## src/rtl/uart_tx_queue_pkg.sv

```systemverilog
`timescale 1ns/1ps
`default_nettype none
// uart_pkg: types and constants shared by the UART transmit queue, transmitter and receiver.
package uart_pkg;

   localparam int QUEUE_DEPTH_DEFAULT = 16;

   typedef logic [7:0] byte_t;

   typedef enum logic [1:0] {
      IDLE      = 2'd0,
      WAIT_DONE = 2'd1,
      HOLDOFF   = 2'd2
   } tx_state_e;

endpackage
`default_nettype wire

```

## src/rtl/uart_tx_queue_if.sv

```systemverilog
`timescale 1ns/1ps
`default_nettype none
// uart_tx_queue_if: producer-side queue signals plus the launch/completion handshake to the transmitter.
interface uart_tx_queue_if
   import uart_pkg::*;
#(
   parameter int DEPTH = QUEUE_DEPTH_DEFAULT
) ();

   localparam int COUNT_W = $clog2(DEPTH) + 1;

   logic               writeEnable;
   byte_t              writeByte;
   logic               clearOverflow;
   logic               fifoFull;
   logic               fifoEmpty;
   logic [COUNT_W-1:0] fifoCount;
   logic               overflowError;
   logic               queueBusy;
   logic               txDataValid;
   byte_t              txByte;
   logic               txActive;
   logic               txDone;

   modport slave (
      input  writeEnable, writeByte, clearOverflow, txActive, txDone,
      output fifoFull, fifoEmpty, fifoCount, overflowError, queueBusy, txDataValid, txByte
   );

   modport master (
      output writeEnable, writeByte, clearOverflow, txActive, txDone,
      input  fifoFull, fifoEmpty, fifoCount, overflowError, queueBusy, txDataValid, txByte
   );

endinterface
`default_nettype wire

```

## src/rtl/uart_tx_queue_byte_fifo.sv

```systemverilog
`timescale 1ns/1ps
`default_nettype none
// byte_fifo: power-of-two circular byte buffer; flags and count decode registered state only.
module byte_fifo
   import uart_pkg::*;
#(
   parameter int DEPTH = QUEUE_DEPTH_DEFAULT
) (
   input  wire logic                        clk_i,
   input  wire logic                        rst_ni,
   input  wire logic                        push_i,
   input  wire logic                        pop_i,
   input  wire byte_t                       data_i,
   output byte_t                            head_o,
   output logic                             full_o,
   output logic                             empty_o,
   output logic [$clog2(DEPTH):0]           count_o
);

   localparam int AW      = $clog2(DEPTH);
   localparam int COUNT_W = AW + 1;

   byte_t              mem_q [DEPTH];
   logic [AW-1:0]      wr_ptr_q;
   logic [AW-1:0]      rd_ptr_q;
   logic [COUNT_W-1:0] count_q;
   logic               w_push_ok;
   logic               w_pop_ok;

   assign full_o    = (count_q == COUNT_W'(DEPTH));
   assign empty_o   = (count_q == '0);
   assign count_o   = count_q;
   assign head_o    = mem_q[rd_ptr_q];
   assign w_push_ok = push_i && !full_o;
   assign w_pop_ok  = pop_i && !empty_o;

   // Pointers are exactly log2(DEPTH) wide so they wrap without explicit compare.
   always_ff @(posedge clk_i or negedge rst_ni) begin
      if (!rst_ni) begin
         wr_ptr_q <= '0;
         rd_ptr_q <= '0;
         count_q  <= '0;
      end else begin
         if (w_push_ok) wr_ptr_q <= wr_ptr_q + AW'(1);
         if (w_pop_ok)  rd_ptr_q <= rd_ptr_q + AW'(1);
         case ({w_push_ok, w_pop_ok})
            2'b10:   count_q <= count_q + COUNT_W'(1);
            2'b01:   count_q <= count_q - COUNT_W'(1);
            default: count_q <= count_q;
         endcase
      end
   end

   always_ff @(posedge clk_i) begin
      if (w_push_ok) mem_q[wr_ptr_q] <= data_i;
   end

endmodule
`default_nettype wire

```

## src/rtl/uart_tx_queue.sv

```systemverilog
`timescale 1ns/1ps
`default_nettype none
// uart_tx_queue: buffers producer bytes and issues them one at a time to the UART transmitter,
// waiting for the transmitter's done flag to rise and fall between launches.
module uart_tx_queue
   import uart_pkg::*;
#(
   parameter int DEPTH = QUEUE_DEPTH_DEFAULT
) (
   input  wire logic        systemClock,
   input  wire logic        systemResetN,
   uart_tx_queue_if.slave   bus
);

   localparam int COUNT_W = $clog2(DEPTH) + 1;

   tx_state_e          state_q, state_d;
   byte_t              txByte_q, txByte_d;
   logic               txValid_q, txValid_d;
   logic               overflow_q, overflow_d;
   logic               w_pop;
   byte_t              w_head;
   logic               w_full;
   logic               w_empty;
   logic [COUNT_W-1:0] w_count;

   byte_fifo #(
      .DEPTH (DEPTH)
   ) u_fifo (
      .clk_i   (systemClock),
      .rst_ni  (systemResetN),
      .push_i  (bus.writeEnable),
      .pop_i   (w_pop),
      .data_i  (bus.writeByte),
      .head_o  (w_head),
      .full_o  (w_full),
      .empty_o (w_empty),
      .count_o (w_count)
   );

   always_comb begin
      state_d   = state_q;
      txByte_d  = txByte_q;
      txValid_d = 1'b0;
      w_pop     = 1'b0;
      case (state_q)
         IDLE: begin
            if (!w_empty) begin
               txByte_d  = w_head;
               txValid_d = 1'b1;
               w_pop     = 1'b1;
               state_d   = WAIT_DONE;
            end
         end
         WAIT_DONE: begin
            if (bus.txDone) state_d = HOLDOFF;
         end
         HOLDOFF: begin
            // A stretched done flag must drop before the next byte may launch.
            if (!bus.txDone) state_d = IDLE;
         end
         default: state_d = IDLE;
      endcase
   end

   // A dropped push wins over a same-cycle clear so no overflow event is lost.
   always_comb begin
      overflow_d = overflow_q;
      if (bus.writeEnable && w_full) overflow_d = 1'b1;
      else if (bus.clearOverflow)    overflow_d = 1'b0;
   end

   always_ff @(posedge systemClock or negedge systemResetN) begin
      if (!systemResetN) begin
         state_q    <= IDLE;
         txByte_q   <= 8'h00;
         txValid_q  <= 1'b0;
         overflow_q <= 1'b0;
      end else begin
         state_q    <= state_d;
         txByte_q   <= txByte_d;
         txValid_q  <= txValid_d;
         overflow_q <= overflow_d;
      end
   end

   assign bus.fifoFull      = w_full;
   assign bus.fifoEmpty     = w_empty;
   assign bus.fifoCount     = w_count;
   assign bus.overflowError = overflow_q;
   assign bus.queueBusy     = (w_count != '0) || (state_q != IDLE);
   assign bus.txDataValid   = txValid_q;
   assign bus.txByte        = txByte_q;

endmodule
`default_nettype wire

```

## src/flat_wrapper.sv

```systemverilog
// flat-port wrapper written by rule: the top's interface ports become plain ports
module uart_tx_queue_flat import uart_pkg::*;
#(
   parameter int DEPTH = QUEUE_DEPTH_DEFAULT
)
  (systemClock, systemResetN, bus_writeEnable, bus_writeByte, bus_clearOverflow, bus_txActive, bus_txDone, bus_fifoFull, bus_fifoEmpty, bus_fifoCount, bus_overflowError, bus_queueBusy, bus_txDataValid, bus_txByte);
  uart_tx_queue_if #(.DEPTH(DEPTH)) bus_i ();
  input  wire logic systemClock;
  input  wire logic systemResetN;
  input wire logic [$bits(bus_i.writeEnable)-1:0] bus_writeEnable;
  input wire logic [$bits(bus_i.writeByte)-1:0] bus_writeByte;
  input wire logic [$bits(bus_i.clearOverflow)-1:0] bus_clearOverflow;
  input wire logic [$bits(bus_i.txActive)-1:0] bus_txActive;
  input wire logic [$bits(bus_i.txDone)-1:0] bus_txDone;
  output wire logic [$bits(bus_i.fifoFull)-1:0] bus_fifoFull;
  output wire logic [$bits(bus_i.fifoEmpty)-1:0] bus_fifoEmpty;
  output wire logic [$bits(bus_i.fifoCount)-1:0] bus_fifoCount;
  output wire logic [$bits(bus_i.overflowError)-1:0] bus_overflowError;
  output wire logic [$bits(bus_i.queueBusy)-1:0] bus_queueBusy;
  output wire logic [$bits(bus_i.txDataValid)-1:0] bus_txDataValid;
  output wire logic [$bits(bus_i.txByte)-1:0] bus_txByte;
  assign bus_i.writeEnable = bus_writeEnable;
  assign bus_i.writeByte = bus_writeByte;
  assign bus_i.clearOverflow = bus_clearOverflow;
  assign bus_i.txActive = bus_txActive;
  assign bus_i.txDone = bus_txDone;
  assign bus_fifoFull = bus_i.fifoFull;
  assign bus_fifoEmpty = bus_i.fifoEmpty;
  assign bus_fifoCount = bus_i.fifoCount;
  assign bus_overflowError = bus_i.overflowError;
  assign bus_queueBusy = bus_i.queueBusy;
  assign bus_txDataValid = bus_i.txDataValid;
  assign bus_txByte = bus_i.txByte;
  uart_tx_queue #(.DEPTH(DEPTH)) u_core (.systemClock(systemClock), .systemResetN(systemResetN), .bus(bus_i));
endmodule
```

## config.mk

```make
export PLATFORM = sky130hd
export DESIGN_NAME = uart_tx_queue_flat
export DESIGN_NICKNAME = d
export VERILOG_FILES = /design/src/rtl/uart_tx_queue_pkg.sv /design/src/rtl/uart_tx_queue_if.sv /design/src/rtl/uart_tx_queue_byte_fifo.sv /design/src/rtl/uart_tx_queue.sv /design/src/flat_wrapper.sv
export SDC_FILE = /design/constraint.sdc
export NUM_CORES = 1
export LEC_CHECK = 0
export BUFFER_PORTS_ARGS = -buffer_cell sky130_fd_sc_hd__buf_4
export CAP_MARGIN = 20
export CORE_ASPECT_RATIO = 0.7
export CORE_MARGIN = 2
export CORE_UTILIZATION = 63
export CTS_BUF_LIST = sky130_fd_sc_hd__clkbuf_8
export DETAILED_ROUTE_END_ITERATION = 16
export GPL_TIMING_DRIVEN = 1
export PLACE_DENSITY = 0.92
export SYNTH_ARGS = -nofsm -noshare
export SYNTH_HDL_FRONTEND = slang
export SYNTH_SLANG_ARGS = --single-unit
```

## constraint.sdc

```tcl
create_clock -name systemClock -period 3.5 [get_ports systemClock]
set_clock_uncertainty 0.05 [all_clocks]
set_input_delay 0.7 -clock systemClock [delete_from_list [all_inputs] [get_ports systemClock]]
set_output_delay 0.7 -clock systemClock [all_outputs]
set_load 0.005 [all_outputs]
```

==> impl_metrics.tcl, run 1 <==
set metrics [dict create \
    vdd_drop_max_v 0.000529 \
    nets 391 \
    seq_area_frac_synth_pct 72.5 \
    cp.arrival_ps 3030 \
    grt_pass1_wl_um 17800 \
    cp.depth 10 \
    netlist_area_um2 6170 \
    busiest_layer "met2" \
    viasPerCell 6.09 \
    max_stage_delay_ps 500 \
    ys_ff_latch 153 \
    postCtsSetupRepairBufs 0 \
    cp_cell_sequence "nor4_4 -> a211o_4 -> inv_4 -> ha_1 -> xor2_1 -> ha_1 -> nand2b_1 -> a21oi_1 -> nor4_1 -> xnor2_1" \
    slew_violations 0 \
    crit_family "simple AND/OR/NAND/NOR gates" \
    internal_power_w 0.00371 \
    use_met2_pct 37.3 \
    clockBufferDepth 2 \
    netSwitchingFraction_pct 32.6 \
    cp_max_fo 11 \
    report.final.hold_viol_count 0 \
    path_buf_inv 1 \
    max_slew_margin_pct 26.9 \
    p_leak_nw 2.45 \
    worst_path_max_delay_cell "dfrtp_1" \
    htreeDepth 4 \
    synth.top_cell.area_share_pct 62.3 \
    rsz0062_at_grt "no" \
    overflow 0 \
    firstDrtPassIters 6 \
    final_core_util_pct 72.2 \
    clock_latency_ps 440 \
    tightestPinTransition_ps 1100 \
    fin_tns_setup_ps 0 \
    setup_violations 0 \
    crit_type "flop to flop" \
    wl_um 11600 \
    grt_start_max_net_pins 34 \
    path_clk_slew_ps 90 \
    gp_congestion 0.760 \
    met1_usage_pct 32.8 \
    required_ps 3820 \
    grt_util_all_layers_pct 24.2 \
    async_reset_ff_share_pct 16.3 \
    antenna-diode-count 0 \
    synthFlopType "edfxtp_1" \
    yosys-top-cells-area "edfxtp_1 62%, mux4_2 12%, dfrtp_1 10%" \
    wl_per_cell_um 22.7 \
    syn_inst 320 \
    p_switching_w 0.00180 \
    comb_power_share_pct 30.2 \
    ys_warn_count 0 \
    synth.distinct_cells 40 \
    hold_path_class "input port to asynchronous set/reset pin" \
    cts_buffers 17 \
    io_pins 32 \
    syn_nets 342 \
    rows 30 \
    clock_sinks 153 \
    whs_ps 111 \
    start_kind "flop" \
    worstRegToRegCells 10 \
    fp.dieW_um 122 \
    max-cap-violations 0 \
    dp_hpwl_um 7490 \
    power_per_cell_area_nw_per_um2 794 \
    cts-root-buf "clkbuf_8" \
    period_share_pct 77.4 \
    max_freq_mhz 369 \
    fp.coreArea_um2 9610 \
    yosys-top-cells-count "128 x edfxtp_1, 32 x mux4_2, 25 x dfrtp_1" \
    area_growth_pct 12.5 \
    synth_edf_count 128 \
    io_buffers 30 \
    yosys.area.top_type "edfxtp_1" \
    r2r_slack_ps 790 \
    met3_usage_pct 8.03 \
    crit_top_cell "ha_1" \
    ant_nets 0 \
    end_kind "flop" \
    post_cts_resize_count 0 \
    pre_cts_slack_ps 777 \
    pwr-share-clk_pct 22.7 \
    die-height_um 86.8 \
    synth_most_common_cell "edfxtp_1" \
    vias 3105 \
    grt_pass1_vias 3161 \
    setup_ws_ps 790 \
    drc 0 \
    antenna_found_initial 0 \
    drive_gt1_share_pct 31.7 \
    start_util_pct 64.2 \
    ctsHoldBuffers 0 \
    outcome "complete, no violations" \
    power_frac_seq_pct 47.1 \
    dieArea_um2 10600 \
    drt_iter0_drc 381 \
    cts_tree "done" \
    syn_area_per_cell_um2 19.3 \
    fin_crit_ps 2710 \
]
cell usage in the layout, fill, tap and decap left out, types with 2 or more instances in the layout:
cell type   count
edfxtp_1      128
buf_4          47
mux4_2         32
dfrtp_1        24
nand2_1        19
clkbuf_8       17
mux2i_1        16
nor2_1         14
xnor2_1         8
ha_1            8
o221ai_1        7
clkinvlp_4      6
inv_1           5
xor2_1          5
nor3_1          5
and2_1          3
nand2b_1        3
a21oi_1         3
clkinv_4        3
inv_6           3
a211oi_1        2
nand4_1         2
worst paths after layout:
check	to	startpoint
max in group asynchronous	u_core.u_fifo.rd_ptr_q[0]$_DFFE_PN0P_	systemResetN
min in group systemClock	u_core.state_q[0]$_DFFE_PN0P_	bus_txDone
min	u_core.u_fifo.count_o[3]$_DFFE_PN0P_	systemResetN
max	u_core.u_fifo.count_o[4]$_DFFE_PN0P_	u_core.u_fifo.count_o[1]$_DFFE_PN0P_
max reg2reg	u_core.u_fifo.count_o[4]$_DFFE_PN0P_	u_core.u_fifo.count_o[1]$_DFFE_PN0P_
min reg2reg	u_core.bus.txByte[7]$_DFFE_PN0P_	u_core.bus.txByte[7]$_DFFE_PN0P_
through the flow:
| stage | cell area, µm² | power (W) | cells |
|---|---|---|---|
| after detailed placement | 6560 | 0.00431 | 478 |
| after global routing | 6940 | 0.00578 | 510 |
| after global placement | 6560 | 0.00419 | 478 |
| after CTS | 6940 | 0.00554 | 510 |
| after floorplan | 6170 | 0.00382 | 320 |
| final | 6940 | 0.00551 | 510 |
cells by family (layout without fill, tap and decap cells):
logic type      after synthesis  count (layout)  share of synthesized area, %
flops                       153             153                          72.5
simple gates                 53              53                          4.34
xor+xnor                     13              13                          1.85
compound gates               21              21                          2.92
mux                          49              49                          14.5
buf+inv                      23              85                          2.33
fa+ha+maj                     8               8                          1.62
metal layers:
layer	share of wire (%)	vias up
met3	8.3	22
met1	41	1592
met5	0	-
met2	49	120
li1	-	1371
met4	1.5	0
cell type report:
| cell class | count | area [µm²] |
|---|---|---|
| Sequential cell | 153 | 4470 |
| Fill cell | 577 | 2670 |
| Multi-Input combinational cell | 144 | 1550 |
| Timing Repair Buffer | 47 | 353 |
| Clock buffer | 17 | 234 |
| Tap cell | 128 | 160 |
| Clock inverter | 15 | 144 |
| Inverter | 6 | 25.0 |
flip-flops by register name (all words and copies together) (netlist names):
name                      count
u_core.bus.overflowError      1
u_core.bus.txByte             8
u_core.bus.txDataValid        1
u_core.state_q                2
u_core.u_fifo.count_o         5
u_core.u_fifo.mem_q         128
u_core.u_fifo.rd_ptr_q        4
u_core.u_fifo.wr_ptr_q        4
power by group through the flow:
stage               registers [W]  logic, W  clock network (W)
CTS                       0.00259   0.00168            0.00127
global placement          0.00260   0.00159                  0
floorplan                 0.00243   0.00139                  0
detailed placement        0.00263   0.00167                  0
global route              0.00263   0.00181            0.00134
finish                    0.00259   0.00166            0.00125
No activity file was read; power rests on OpenSTA's default activity.
==> inputs of run 2 (changes only) <==
--- a/config.mk
+++ b/config.mk
@@ -5,15 +5,16 @@
 export SDC_FILE = /design/constraint.sdc
 export NUM_CORES = 1
 export LEC_CHECK = 0
+export ABC_AREA = 1
 export BUFFER_PORTS_ARGS = -buffer_cell sky130_fd_sc_hd__buf_4
 export CAP_MARGIN = 20
 export CORE_ASPECT_RATIO = 0.7
 export CORE_MARGIN = 2
-export CORE_UTILIZATION = 63
+export CORE_UTILIZATION = 64
 export CTS_BUF_LIST = sky130_fd_sc_hd__clkbuf_8
 export DETAILED_ROUTE_END_ITERATION = 16
 export GPL_TIMING_DRIVEN = 1
-export PLACE_DENSITY = 0.92
+export PLACE_DENSITY = 0.93
 export SYNTH_ARGS = -nofsm -noshare
 export SYNTH_HDL_FRONTEND = slang
 export SYNTH_SLANG_ARGS = --single-unit
==> constraint.sdc (replaced) <==
create_clock -name systemClock -period 2.6 [get_ports systemClock]
set_clock_uncertainty 0.05 [all_clocks]
set_input_delay 0.52 -clock systemClock [delete_from_list [all_inputs] [get_ports systemClock]]
set_output_delay 0.52 -clock systemClock [all_outputs]
set_load 0.005 [all_outputs]
==> impl_metrics.tcl, run 2 <==
set metrics [dict create \
    wl_per_cell_um 18.5 \
    hold_end "u_core.state_q[0]$_DFFE_PN0P_" \
    drt_iter0_drc 862 \
    setup_violations 0 \
    yosys-top-cells-count "224 x nand2_1, 128 x edfxtp_1, 115 x inv_1" \
    r2r_slack_ps 260 \
    drive_gt1_share_pct 13.0 \
    worstRegToRegCells 17 \
    hold_path_class "input port to flop" \
    syn_inst 682 \
    ant_nets 0 \
    start_kind "flop" \
    grt_start_max_net_pins 67 \
    start_util_pct 65.9 \
    vdd_drop_max_v 0.000703 \
    max_slew_margin_pct 50.1 \
    worst_path_max_delay_cell "dfrtp_1" \
    slew_violations 0 \
    p_leak_nw 3.49 \
    mostFrequentLayoutCell "nand2_1" \
    dieArea_um2 11500 \
    yosys-top-cells-area "edfxtp_1 56%, nand2_1 12%, dfrtp_1 9.2%" \
    outcome "complete, no violations" \
    power_per_cell_area_nw_per_um2 1110 \
    overflow 0 \
    crit_start "u_core.u_fifo.count_o[3]$_DFFE_PN0P_" \
    seq_area_frac_synth_pct 65.5 \
    fin_tns_setup_ps 0 \
    synthFlopType "edfxtp_1" \
    synth_most_common_cell "nand2_1" \
    area_growth_pct 12.8 \
    required_ps 2910 \
    nets 750 \
    synth_edf_count 128 \
    crit_type "flop to flop" \
    tightestPinTransition_ps 746 \
    largest_reg_flops 128 \
    cp_max_fo 5 \
    clock_sinks 153 \
    synth.distinct_cells 25 \
    min-delay-start "bus_txDone" \
    htreeDepth 4 \
    cts-root-buf "clkbuf_8" \
    antenna_found_initial 0 \
    r2r-start "u_core.u_fifo.count_o[3]$_DFFE_PN0P_" \
    syn_area_per_cell_um2 10.0 \
    cts_buffers 17 \
    max_stage_delay_ps 460 \
    yosys.area.top_type "edfxtp_1" \
    wl_um 16100 \
    end_kind "flop" \
    max_freq_mhz 428 \
    die-height_um 90.4 \
    r2r-end "u_core.u_fifo.count_o[4]$_DFFE_PN0P_" \
    dp_hpwl_um 9870 \
    vias 5006 \
    power_w 0.00857 \
    drc 0 \
    ys_warn_count 0 \
    hold_depth 2 \
    cp_cell_sequence "nor2_1 -> nand2_1 -> nor2_2 -> inv_2 -> nand2_1 -> inv_2 -> ha_1 -> xor2_1 -> ha_1 -> a21oi_1 -> nor2_1 -> nand2_1 -> nand2_1 -> nand2_1 -> nand2_1 -> nand2_1 -> nand2_1" \
    firstDrtPassIters 5 \
    fin_crit_ps 2340 \
    rows 31 \
    ys_ff_latch 153 \
    io_buffers 30 \
    report.final.hold_viol_count 0 \
    grt_pass1_wl_um 25900 \
    fillers 628 \
    async_reset_ff_share_pct 16.3 \
    netlist_area_um2 6830 \
    fp.dieW_um 127 \
    synth.top_cell.area_share_pct 56.3 \
    design_area_um2 7700 \
    cp.arrival_ps 2650 \
    cts_tree "done" \
    syn_nets 704 \
    antenna-diode-count 0 \
    top_register "u_core.u_fifo.mem_q" \
    multiInputGateArea_um2 1730 \
    max-cap-violations 0 \
    rsz0062_at_grt "no" \
    clockBufferDepth 2 \
    grt_pass1_vias 5025 \
    path_clk_slew_ps 80 \
    io_pins 32 \
    viasPerCell 5.73 \
    final_cell_mix "224 x nand2_1, 128 x edfxtp_1, 115 x inv_1" \
    fp.coreArea_um2 10400 \
    period_share_pct 89.9 \
    grt_util_all_layers_pct 30.4 \
    clock_latency_ps 460 \
    crit_top_cell "nand2_1" \
    register_area_um2 4470 \
    post_dp_cell_area_um2 7240 \
    gp_congestion 0.885 \
]
run 2: worst max path at each step:
stage	to	slack, ps	cells after the start
after floorplan	u_core.u_fifo.count_o[4]$_DFFE_PN0P_	250	19
after global placement	u_core.u_fifo.count_o[4]$_DFFE_PN0P_	350	17
after detailed placement	u_core.u_fifo.count_o[4]$_DFFE_PN0P_	340	17
after CTS	u_core.u_fifo.count_o[4]$_DFFE_PN0P_	270	17
after global routing	u_core.u_fifo.count_o[4]$_DFFE_PN0P_	70	17
final	u_core.u_fifo.count_o[4]$_DFFE_PN0P_	260	17
run 2: per-layer routing:
metal | vias to the layer above | global-route usage [%] | part of all wire [%]
li1 | 2270 | - | -
met1 | 2332 | 42.6 | 38
met4 | 0 | 11.5 | 3.0
met3 | 56 | 8.35 | 12
met2 | 348 | 45.9 | 47
met5 | - | 0 | 0
run 2: power breakdown:
group | total (W) | switching, W | internal, W
Combinational | 0.00327 | 0.00220 | 0.00107
Sequential | 0.00329 | 0.000234 | 0.00306
Clock | 0.00201 | 0.000904 | 0.00111
run 2: area by class of cell:
class                           count  area share, %
Timing Repair Buffer               56           5.65
Clock buffer                       19           3.39
Clock inverter                     13           2.50
Multi-Input combinational cell    380           22.4
Sequential cell                   153           58.0
Tap cell                          132           2.14
Inverter                          120           5.85
run 2: metrics by stage:
stage | utilization [%] | hold WS (ps) | std cells | worst slack [ps]
global placement | 69.9 | 392 | 840 | 354
finish | 74.4 | 185 | 873 | 262
floorplan | - | 174 | 682 | 246
CTS | 74.4 | 171 | 873 | 274
global route | 74.4 | 163 | 873 | 67.8
detailed placement | 69.9 | 403 | 840 | 344
run 2: logic make-up (layout without fill, tap and decap cells):
logic type                 Yosys count  count (layout)  synth area share [%]
AOI/OAI and AO/OA                   11              11                 0.898
xor gates and xnor gates            10              10                  1.28
adders and majority gates            8               8                  1.47
buffers and inverters              149             208                  9.22
DFF                                153             153                  65.5
and+or+nand+nor                    351             351                  21.7
run 2: what timing repair did:
item                                   in CTS  in global routing
endpoints found under the hold margin      25                  0
resized for setup                           0                  0
setup buffers                               0                  0
hold buffers                                1                  0
run 2: critical path: cells and delay by family (launching register included):
family / cells / cell delay (ps)
adders and majority gates: 2 / 410
and+or+nand+nor: 11 / 920
xor gates and xnor gates: 1 / 170
AOI/OAI and AO/OA: 1 / 150
DFF: 1 / 460
buffers and inverters: 2 / 80
